[src/rtl/sine_rom_arbiter.sv]
// sine_rom_arbiter: round-robin arbiter that shares one registered sine ROM
// among N_REQ requesters. It issues one ROM read per cycle and returns the
// data one cycle later with a one-hot strobe naming the owning requester.
// Optional feature macro: SINE_ARB_QUARTER_WAVE_EN. When it is defined, the
// ROM holds a quarter wave, and the two upper phase bits select mirroring
// and sign.
module sine_rom_arbiter #(
  parameter int N_REQ  = 4,
  parameter int ADDR_W = 7,
  parameter int DATA_W = 8,
`ifdef SINE_ARB_QUARTER_WAVE_EN
  localparam int PH_W  = ADDR_W + 2
`else
  localparam int PH_W  = ADDR_W
`endif
) (
  input  logic                    clk_i,
  input  logic                    rst_i,
  input  logic [N_REQ-1:0]        req_valid_i,
  input  logic [N_REQ*PH_W-1:0]   req_addr_i,
  output logic [N_REQ-1:0]        req_ready_o,
  output logic [N_REQ-1:0]        rsp_valid_o,
  output logic [DATA_W-1:0]       rsp_data_o,
  output logic                    rom_cen_o,
  output logic [ADDR_W-1:0]       rom_addr_o,
  input  logic [DATA_W-1:0]       rom_data_i
);

  localparam int PTR_W = (N_REQ > 1) ? $clog2(N_REQ) : 1;

  logic [PH_W-1:0]   phase [N_REQ];
  logic [PTR_W-1:0]  ptr_q;
  logic [N_REQ-1:0]  owner_q;
  logic [DATA_W-1:0] hold_q;

  logic              grant_found;
  logic [PTR_W-1:0]  grant_idx;
  logic [PTR_W:0]    cand;
  logic              grant_valid;
  logic [N_REQ-1:0]  grant_onehot;
  logic [PH_W-1:0]   sel_phase;
  logic [ADDR_W-1:0] sel_addr;
  logic [DATA_W-1:0] rsp_data_now;

  // Unpack the per-requester phases and build the one-hot grant vector.
  genvar gi;
  generate
    for (gi = 0; gi < N_REQ; gi++) begin : g_req
      assign phase[gi]        = req_addr_i[gi*PH_W +: PH_W];
      assign grant_onehot[gi] = grant_valid && (grant_idx == PTR_W'(gi));
    end
  endgenerate

  // Scan requesters starting at ptr_q and wrapping; the first valid one wins.
  always_comb begin
    grant_found = 1'b0;
    grant_idx   = '0;
    cand        = '0;
    for (int i = 0; i < N_REQ; i++) begin
      cand = {1'b0, ptr_q} + (PTR_W+1)'(i);
      if (cand >= (PTR_W+1)'(N_REQ)) begin
        cand = cand - (PTR_W+1)'(N_REQ);
      end
      if (!grant_found && req_valid_i[cand[PTR_W-1:0]]) begin
        grant_found = 1'b1;
        grant_idx   = cand[PTR_W-1:0];
      end
    end
  end

  // Reset forces the handshake and the ROM enable low.
  assign grant_valid = grant_found && !rst_i;
  assign sel_phase   = phase[grant_idx];

`ifdef SINE_ARB_QUARTER_WAVE_EN
  logic sign_q;

  // In the second and fourth quadrants the phase is mirrored onto the quarter wave.
  always_comb begin
    sel_addr = sel_phase[PH_W-2] ? ~sel_phase[ADDR_W-1:0] : sel_phase[ADDR_W-1:0];
  end

  // The magnitude is offset around mid-scale, and the registered sign chooses the half.
  always_comb begin
    if (sign_q) begin
      rsp_data_now = {1'b1, {(DATA_W-1){1'b0}}} - {1'b0, rom_data_i[DATA_W-2:0]};
    end else begin
      rsp_data_now = {1'b1, {(DATA_W-1){1'b0}}} + {1'b0, rom_data_i[DATA_W-2:0]};
    end
  end

  // The sign travels alongside the read so that it lines up with the ROM data.
  always_ff @(posedge clk_i) begin
    if (rst_i) begin
      sign_q <= 1'b0;
    end else if (grant_valid) begin
      sign_q <= sel_phase[PH_W-1];
    end
  end
`else
  // In the full-wave build, the phase is the ROM address and the data passes through unchanged.
  always_comb begin
    sel_addr     = sel_phase[ADDR_W-1:0];
    rsp_data_now = rom_data_i;
  end
`endif

  assign req_ready_o = grant_onehot;
  assign rom_cen_o   = grant_valid;
  assign rom_addr_o  = grant_valid ? sel_addr : '0;

  // A read in flight when reset is asserted is suppressed at the output.
  assign rsp_valid_o = owner_q & {N_REQ{~rst_i}};
  assign rsp_data_o  = (|rsp_valid_o) ? rsp_data_now : hold_q;

  // Advance the pointer and track the read owner. Keep a copy of the last response for idle cycles.
  always_ff @(posedge clk_i) begin
    if (rst_i) begin
      ptr_q   <= '0;
      owner_q <= '0;
      hold_q  <= '0;
    end else begin
      owner_q <= grant_onehot;
      if (grant_valid) begin
        ptr_q <= (grant_idx == PTR_W'(N_REQ-1)) ? '0 : grant_idx + 1'b1;
      end
      if (|owner_q) begin
        hold_q <= rsp_data_now;
      end
    end
  end

endmodule
[config.mk]
export PLATFORM = sky130hd
export DESIGN_NAME = sine_rom_arbiter
export DESIGN_NICKNAME = d
export VERILOG_FILES = /design/src/rtl/sine_rom_arbiter.sv
export SDC_FILE = /design/constraint.sdc
export NUM_CORES = 1
export LEC_CHECK = 0
export ABC_AREA = 1
export CORE_MARGIN = 8
export CORE_UTILIZATION = 30
export DETAILED_ROUTE_END_ITERATION = 7
export PLACE_DENSITY = 0.6
export SLEW_MARGIN = 25
export SYNTH_ARGS = -nofsm -noshare
export SYNTH_HDL_FRONTEND = slang
export SYNTH_SLANG_ARGS = --single-unit
export TNS_END_PERCENT = 100
[constraint.sdc]
create_clock -name clk_i -period 4.6 [get_ports clk_i]
set_clock_uncertainty 0.15 [all_clocks]
set_input_delay 1.38 -clock clk_i [delete_from_list [all_inputs] [get_ports clk_i]]
set_output_delay 1.38 -clock clk_i [all_outputs]
set_load 0.01 [all_outputs]
# --- Word level (Yosys, flattened, before mapping) ---
# Index checks and enable logic that the tools add are counted.
totals:
  regBits: 14
  input_bits: 42
  out_inout_bits: 24
op_classes:
  addsub: 8
  order_cmp: 9
  n_eq_ne: 3
  mux: 26
  bitwise_logic: 3
  reduce_logical: 15
op_table:
  columns: ["op", "n"]
  rows:
  - ["7-bit 2-to-1 mux", 3]
  - ["2-bit 2-to-1 mux", 9]
  - ["7-bit binary-select mux with 2-bit select", 1]
  - ["3-bit greater-or-equal comparator (second input constant)", 4]
  - ["2-bit by 3-bit less-than comparator with 1-bit output (second input constant)", 4]
  - ["1-bit binary-select mux with 2-bit select", 4]
  - ["1-bit logical AND", 8]
  - ["1-bit 2-to-1 mux", 8]
  - ["8-bit 2-to-1 mux", 1]
  - ["4-bit OR reduction", 2]
  - ["2-bit by 1-bit subtractor with 2-bit output (second input constant)", 4]
  - ["2-bit by 2-bit adder with 3-bit output (second input constant)", 2]
  - ["4-bit AND", 1]
  - ["2-bit == test (second input constant)", 2]
  - ["1-bit zero test", 4]
  - ["2-bit by 1-bit adder with 3-bit output (second input constant)", 1]
  - ["2-bit by 3-bit greater-or-equal comparator with 1-bit output (second input constant)", 1]
  - ["2-bit NOT with 3-bit output", 1]
  - ["2-bit by 1-bit adder with 2-bit output (second input constant)", 1]
  - ["2-bit by 1-bit == test with 1-bit output (second input constant)", 1]
  - ["2-bit zero test", 1]
  - ["1-bit NOT", 1]

# --- Depth between registers and ports, before layout ---
# Gate-level depths: netlist of run 1.
depth:
  word_depth: 19
  mapped_depth: 15
  mapped_depth_nobuf: 13

# --- Least setup slack after synthesis of run 1 ---
# No wires, ideal clock.
synth_path:
  kind: "input -> output"
  startpoint: "input req_valid_i[3]"
  endpoint: "output req_ready_o[2]"
  arrival_ps: 2560
  required_ps: 3070
  path_slack_ps: 510
  cell_stages: 12
  path_buffers: 0
  cell_sequence: "inv_1 -> nand2_1 -> nand3_2 -> nand2_2 -> nor2_8 -> nand3_1 -> nand3_1 -> nand2_4 -> inv_2 -> ha_1 -> inv_1 -> nor2_1"
synth_between:
  elab_chain_cells: 14
  word_cells_on_any_way: 25
  cone_classes: "1 x eq/ne; 16 x mux; 8 x reduce/logical"
synth_rtl:
  columns: ["element", "line_no", "source"]
  rows:
  - ["start, declared", "19", "input logic [N_REQ-1:0] req_valid_i,"]
  - ["1-bit binary-select mux with 2-bit select", "64", "if (!grant_found && req_valid_i[cand[PTR_W-1:0]]) begin"]
  - ["1-bit 2-to-1 mux (implied by the code)", "64", null]
  - ["1-bit 2-to-1 mux", "64", null]
  - ["1-bit zero test", "64", null]
  - ["1-bit logical AND", "64", null]
  - ["1-bit 2-to-1 mux", "64", null]
  - ["1-bit zero test", "64", null]
  - ["1-bit logical AND", "64", null]
  - ["1-bit 2-to-1 mux", "64", null]
  - ["1-bit zero test", "64", null]
  - ["1-bit logical AND", "64", null]
  - ["2-bit 2-to-1 mux or 1-bit 2-to-1 mux (tied branches)", "64", null]
  - ["2-bit == test or 1-bit logical AND (tied branches)", "50, 72", null]
  - ["1-bit logical AND (*)", "50", "assign grant_onehot[gi] = grant_valid && (grant_idx == PTR_W'(gi));"]
  - ["end, declared", "21", "output logic [N_REQ-1:0] req_ready_o,"]
# Every way passes the cells marked *; elsewhere a longest branch is shown, timed or not. The select of a mux whose other input is x is not followed.

# --- Worst setup path in the final report of run 1 ---
layout_path:
  startpoint: "input rst_i"
  endpoint: "output rsp_data_o[0]"
layout_between:
  elab_chain_cells: 4
layout_rtl:
  columns: ["element", "line_no", "source"]
  rows:
  - ["start, declared", "18", "input logic rst_i,"]
  - ["1-bit NOT", "113", "assign rsp_valid_o = owner_q & {N_REQ{~rst_i}};"]
  - ["4-bit AND", "113", null]
  - ["4-bit OR reduction", "114", "assign rsp_data_o = (|rsp_valid_o) ? rsp_data_now : hold_q;"]
  - ["8-bit 2-to-1 mux", "114", null]
  - ["end, declared", "23", "output logic [DATA_W-1:0] rsp_data_o,"]
# No other way between the ends.

==> results of run 1 <==
[flip-flops by register name, summed over array words and instances (netlist names)]
name / count
hold_q: 8
owner_q: 4
ptr_q: 2
[critical path, stage by stage]
cell	delay (ns)
clkdlybuf4s50_1	0.55
nor2_1	0.07
buf_4	0.19
o21ai_0	0.19
clkdlybuf4s50_1	0.57
[Yosys cell counts]
master	instances	share of area (%)
nand2_1	51	14
o21ai_0	17	6.2
clkbuf_1	1	0.27
buf_2	3	1.1
nand3_2	3	2.2
buf_6	2	1.6
nand4_1	15	6.9
nand2_4	5	4.1
nor4_1	1	0.46
nand3_4	2	2.6
a21oi_1	8	2.9
inv_2	6	1.6
ha_1	4	3.7
nor2_1	13	3.6
nand3_1	18	6.6
dfxtp_1	14	21
a211oi_2	1	0.92
inv_1	51	14
inv_6	1	0.64
nor2_8	1	1.5
nand2_2	7	3.2
o21ai_1	2	0.73
buf_4	1	0.55
[area by class of cell]
| type | instances | area, um2 | area share, % |
|---|---|---|---|
| clock buffer | 4 | 55.05 | 2.378 |
| timing repair buffer | 89 | 808.3 | 34.92 |
| sequential | 14 | 280.3 | 12.11 |
| multi-input combinational | 148 | 878.3 | 37.95 |
| tap | 52 | 65.06 | 2.811 |
| inverter | 58 | 227.7 | 9.838 |
[stage by stage]
step	instance area, um2	setup TNS [ns]	instances
after floorplan	1365	0	227
after global placement	2152	-5.373	353
after detailed placement	2152	-5.484	353
after CTS	2290	0	365
after global routing	2315	0	365
final	2315	0	365
[cell families (layout without fill, tap and decap cells)]
kind of cell             Yosys count  after routing  share of synthesized area, %
buffers and inverters             65            151                         19.89
flip-flops                        14             14                         20.53
AND/OR/NAND/NOR                  116            116                         45.10
AO/OA/AOI/OAI                     28             28                         10.82
adder cells (fa/ha/maj)            4              4                         3.667
[final timing paths]
path / endpoint / depth (start not counted) / slack, ns
setup / recovery: rsp_data_o[0] / 5 / 0.12
hold / removal: hold_q[4] / 2 / 0.32
hold reg to reg: hold_q[4] / 2 / 0.32
setup reg to reg: ptr_q[1] / 12 / 2.26
[metal layers]
| layer | global-route usage [%] | vias up | wire length [um] |
|---|---|---|---|
| met5 | 0 | - | 0 |
| met4 | 2.826 | 0 | 10 |
| met3 | 4.980 | 2 | 361 |
| met2 | 19.38 | 61 | 1809 |
| met1 | 13.52 | 687 | 1836 |
| li1 | - | 877 | - |
[cell usage in the layout (no fill, tap or decap), drive strengths merged]
cell type and count:
a211oi 1, a21oi 8, buf 35, clkbuf 4
clkdlybuf4s15 1, clkdlybuf4s50 49, dfxtp 14, dlygate4sd2 2
dlymetal6s2s 2, ha 4, inv 58, nand2 63
nand3 23, nand4 15, nor2 14, nor4 1
o21ai 19
[power by group through the flow]
| stage | Sequential [mW] | Clock, mW | Combinational, mW |
|---|---|---|---|
| floorplan | 0.193 | 0 | 0.761 |
| global placement | 0.209 | 0 | 1.25 |
| detailed placement | 0.210 | 0 | 1.25 |
| CTS | 0.209 | 0.120 | 1.36 |
| global route | 0.216 | 0.125 | 1.52 |
| finish | 0.212 | 0.116 | 1.35 |
[timing repair]
item / CTS / global route
endpoints found under the setup margin: 12 / 12
resized for setup: 72 / 10
hold endpoints to repair: 0 / 0
gates cloned: 0 / 0
buffers inserted: 8 / 0
pin swaps: 10 / 7
==> impl_metrics.yaml, run 1 <==
sta:
  finalCriticalPeriod_ns: 4.480
  hold_ws_ns: 0.3205
  rsz0062_at_grt: "no"
  setup_viol: 0
  hold_viol_final: 0
  relSlewSlack_pct: 62.23
  fmax_mhz: 223.2
  final.period_utilization_pct: 97.38
  slew_violations: 0
  worst_pin_slew_ns: 0.5658
  finalWorstSetupSlack_ns: 0.1204
power:
  swShare_pct: 47.33
  ir_worst_vdd_mv: 0.3865
  power_switching_mw: 0.7954
  pwr-share-seq_pct: 12.6
  fin_total_pwr_mw: 1.681
  clkPwrFrac_pct: 6.9
  leakagePower_nw: 1.184
  power_per_cell_area_nw_per_um2: 726.1
  p_comb_share_pct: 80.5
  internal_power_mw: 0.8853
synthesis:
  synth_nets: 273
  synth-seq-area-share_pct: 20.53
  synth_cell_types: 23
  netlist_instances: 227
  netlist_area_um2: 1365
  postSynthAreaPerCell_um2: 6.013
  ys_ff_latch: 14
  synth_warnings: 0
placed_design:
  gp_congestion: 0.8306
  port_buffers: 65
  dp_hpwl_mm: 3.244
  dp_slack_ns: -0.5377
min_path:
  hold_class: "reg2reg"
  worstHoldStart: "hold_q[4]"
floorplanning:
  die_x_um: 83.46
  io_pins: 66
  floorplan.initialDensity_pct: 31.14
  rows: 24
  core_um2: 4384
  die_h_um: 83.46
  dieArea_um2: 6965
layout:
  n_antenna_cell: 0
  post-route-util_pct: 52.80
  syn_to_final_growth_pct: 69.57
  layout-drive-gt1-share_pct: 26.84
  n_fill_cell: 451
  nets: 360
worst_setup_path:
  crit_path_max_fanout: 16
  end_kind: "primary output"
  crit_start: "rst_i"
  timing.rr.start: "ptr_q[0]"
  cp.required_ns: 3.07
  critPathKind: "in2out"
  crit_arrival_ns: 2.95
  critPathLaunchType: "primary input"
grt:
  grt_pass1_vias: 1658
  grt_antenna_before_repair: 0
  grt_max_degree: 17
  grt_pass1_wl_mm: 7.196
  track_usage_pct: 11.71
  overflow: 0
detailed_routing:
  vias: 1627
  drt_iter0_markers: 32
  ant_nets: 0
  first_pass_iters: 4
  wire_per_inst_um: 11.01
  routed_wl_mm: 4.018
  routed_via_density: 4.458
  drc_errors: 0
run_status:
  status: "complete, no violations"
cts:
  cts_max_level: 1
  cts_tree: "done"
  clk_pin_slew_worst_paths_ns: 0.06
  numCtsBuffers: 3
  cts-root-buf: "clkbuf_8"
  clk_path_buf_depth: 2
  clock-sinks: 14
  worstSkewPairLatency_ns: 0.24
  holdBufCountCts: 0
flow_run:
  max_cap_viol_count: 0
(Power assumes the default switching activity.)
==> run 2, diff against run 1 <==
--- a/config.mk
+++ b/config.mk
@@ -6,7 +6,7 @@
 export NUM_CORES = 1
 export LEC_CHECK = 0
 export ABC_AREA = 1
-export CORE_MARGIN = 8
+export CORE_MARGIN = 10
 export CORE_UTILIZATION = 30
 export DETAILED_ROUTE_END_ITERATION = 7
 export PLACE_DENSITY = 0.6
==> impl_metrics.yaml, run 2 (same netlist as run 1, synthesis figures left out) <==
run_status:
  status: "complete, no violations"
sta:
  fmax_mhz: 223.9
  finalCriticalPeriod_ns: 4.466
  hold_viol_final: 0
  slew_violations: 0
  relSlewSlack_pct: 61.06
  finalSetupTns_ns: 0
  worst_pin_slew_ns: 0.5833
  finalWorstSetupSlack_ns: 0.1338
  setup_viol: 0
  final.period_utilization_pct: 97.09
worst_setup_path:
  slowest_stage: "dlygate4sd2_1"
  r2r_setup_slack_ns: 2.21
  crit_top_cell: "nand2_4"
  critPathLaunchType: "primary input"
  path_delay_family: "simple AND/OR/NAND/NOR gates"
  cp.required_ns: 3.07
  slowest_delay_ns: 0.25
  crit_arrival_ns: 2.94
  crit_path_max_fanout: 4
  end_kind: "primary output"
  path_cells: "dlygate4sd2_1 -> inv_2 -> nand2_2 -> nand3_4 -> nand2_4 -> nor2_8 -> nand3_1 -> nand3_2 -> nand2_4 -> buf_4 -> ha_1 -> inv_1 -> nor2_1 -> buf_2"
  critPathKind: "in2out"
  critPathBufInv: 5
layout:
  n_antenna_cell: 0
  post-route-cell-area_um2: 2318
  n_fill_cell: 459
  layout_common_cells: "clkdlybuf4s50_1, inv_1, nand2_1"
  syn_to_final_growth_pct: 69.84
  seqCellArea_um2: 280.3
  largest-register: "hold_q"
  nets: 359
  reg_top3: "hold_q x8, owner_q x4, ptr_q x2"
  finalNonFillerCells: 364
  largest_reg_flops: 8
  multi_input_area_um2: 883.3
  final_common_cell: "clkdlybuf4s50_1"
  layout-drive-gt1-share_pct: 26.28
floorplanning:
  die_h_um: 87.46
  die_x_um: 87.46
  dieArea_um2: 7648
  io_pins: 66
  core_um2: 4384
  floorplan.initialDensity_pct: 31.14
  rows: 24
cts:
  clk_path_buf_depth: 2
  clk_pin_slew_worst_paths_ns: 0.06
  clock-sinks: 14
  cts-root-buf: "clkbuf_8"
  numCtsBuffers: 3
  cts_tree: "done"
  cts_max_level: 1
  worstSkewPairLatency_ns: 0.24
grt:
  grt_use_met3_pct: 5.805
  grt_max_degree: 17
  overflow: 0
  grt_use_met1_pct: 11.97
  track_usage_pct: 11.00
  grt_antenna_before_repair: 0
  grt.busiest_layer: "met2"
  grt_pass1_wl_mm: 7.120
  grt_pass1_vias: 1641
  met2_usage_pct: 18.32
detailed_routing:
  routed_wl_mm: 4.248
  drc_errors: 0
  vias: 1649
  wire_per_inst_um: 11.67
  ant_nets: 0
  drt_iter0_markers: 83
  routed_via_density: 4.530
  first_pass_iters: 5
placed_design:
  dp.cells: 354
  port_buffers: 65
  dp_hpwl_mm: 3.393
  dp_slack_ns: -0.5852
  placed_area_um2: 2160
  gp_congestion: 0.8388
min_path:
  hold_class: "reg2reg"
power:
  p_comb_share_pct: 81.3
  power_per_cell_area_nw_per_um2: 754.4
  ir_worst_vdd_mv: 0.2626
  swShare_pct: 46.88
  leakagePower_nw: 1.175
  clkPwrFrac_pct: 6.7
  power_switching_mw: 0.8200
  fin_total_pwr_mw: 1.749
  pwr-share-seq_pct: 12.0
  internal_power_mw: 0.9291
flow_run:
  max_cap_viol_count: 0
## run 2: cell types whose count changed in the layout (fill, tap and decap cells not counted), sizes merged
| cell | change |
|---|---|
| dlygate4sd2 | +2 |
| clkbuf | +1 |
| clkdlybuf4s15 | -1 |
| buf | -1 |
| dlymetal6s2s | -2 |
## run 2: area by class of cell
type / instances / area share (%)
clock buffer: 4 / 2.375
sequential: 14 / 12.09
inverter: 58 / 9.822
timing repair buffer: 88 / 34.81
multi-input combinational: 148 / 38.10
tap: 52 / 2.806
## run 2: power by group through the flow
stage                     clock, mW  sequential [mW]  combinational (mW)
after floorplan                   0            0.193               0.761
after global placement            0            0.209                1.26
after detailed placement          0            0.211                1.27
after CTS                     0.122            0.209                1.41
after global routing          0.127            0.217                1.59
final                         0.117            0.211                1.42
## run 2: per-layer routing
layer | part of all wire [%] | vias to the layer above | wire (um)
met5 | 0 | - | 0
met4 | 0.80 | 0 | 34
met3 | 13 | 5 | 553
met2 | 45 | 56 | 1923
met1 | 41 | 708 | 1737
li1 | - | 880 | -
## run 2: final timing paths
kind	startpoint	endpoint	depth (start not counted)
worst max-delay path	req_valid_i[1]	req_ready_o[1]	14
worst min-delay path	hold_q[5]	hold_q[5]	2
worst max register to register	ptr_q[0]	ptr_q[1]	10
worst min register to register	hold_q[5]	hold_q[5]	2
## run 2: repair_timing
action / CTS / global route
hold buffers: 0 / 0
pin swaps: 11 / 8
buffers inserted: 4 / 1
endpoints found under the setup margin: 12 / 12
gates resized for setup: 64 / 13
cloned: 1 / 0
## run 2: per-stage QoR
| step | hold WS (ns) | utilization [%] |
|---|---|---|
| final | 0.3179 | 52.88 |
| after CTS | 0.3246 | 52.00 |
| after detailed placement | 0.3115 | 49.26 |
| after global routing | 0.3545 | 52.88 |
| after floorplan | 0.2954 | - |
| after global placement | 0.3119 | 49.26 |
## run 2: worst min-delay path: cells and delay by family, from the launching register on
family                 cells  cell delay, ns
AO/OA/AOI/OAI              1            0.07
buffers and inverters      1            0.05
flip-flops                 1            0.29
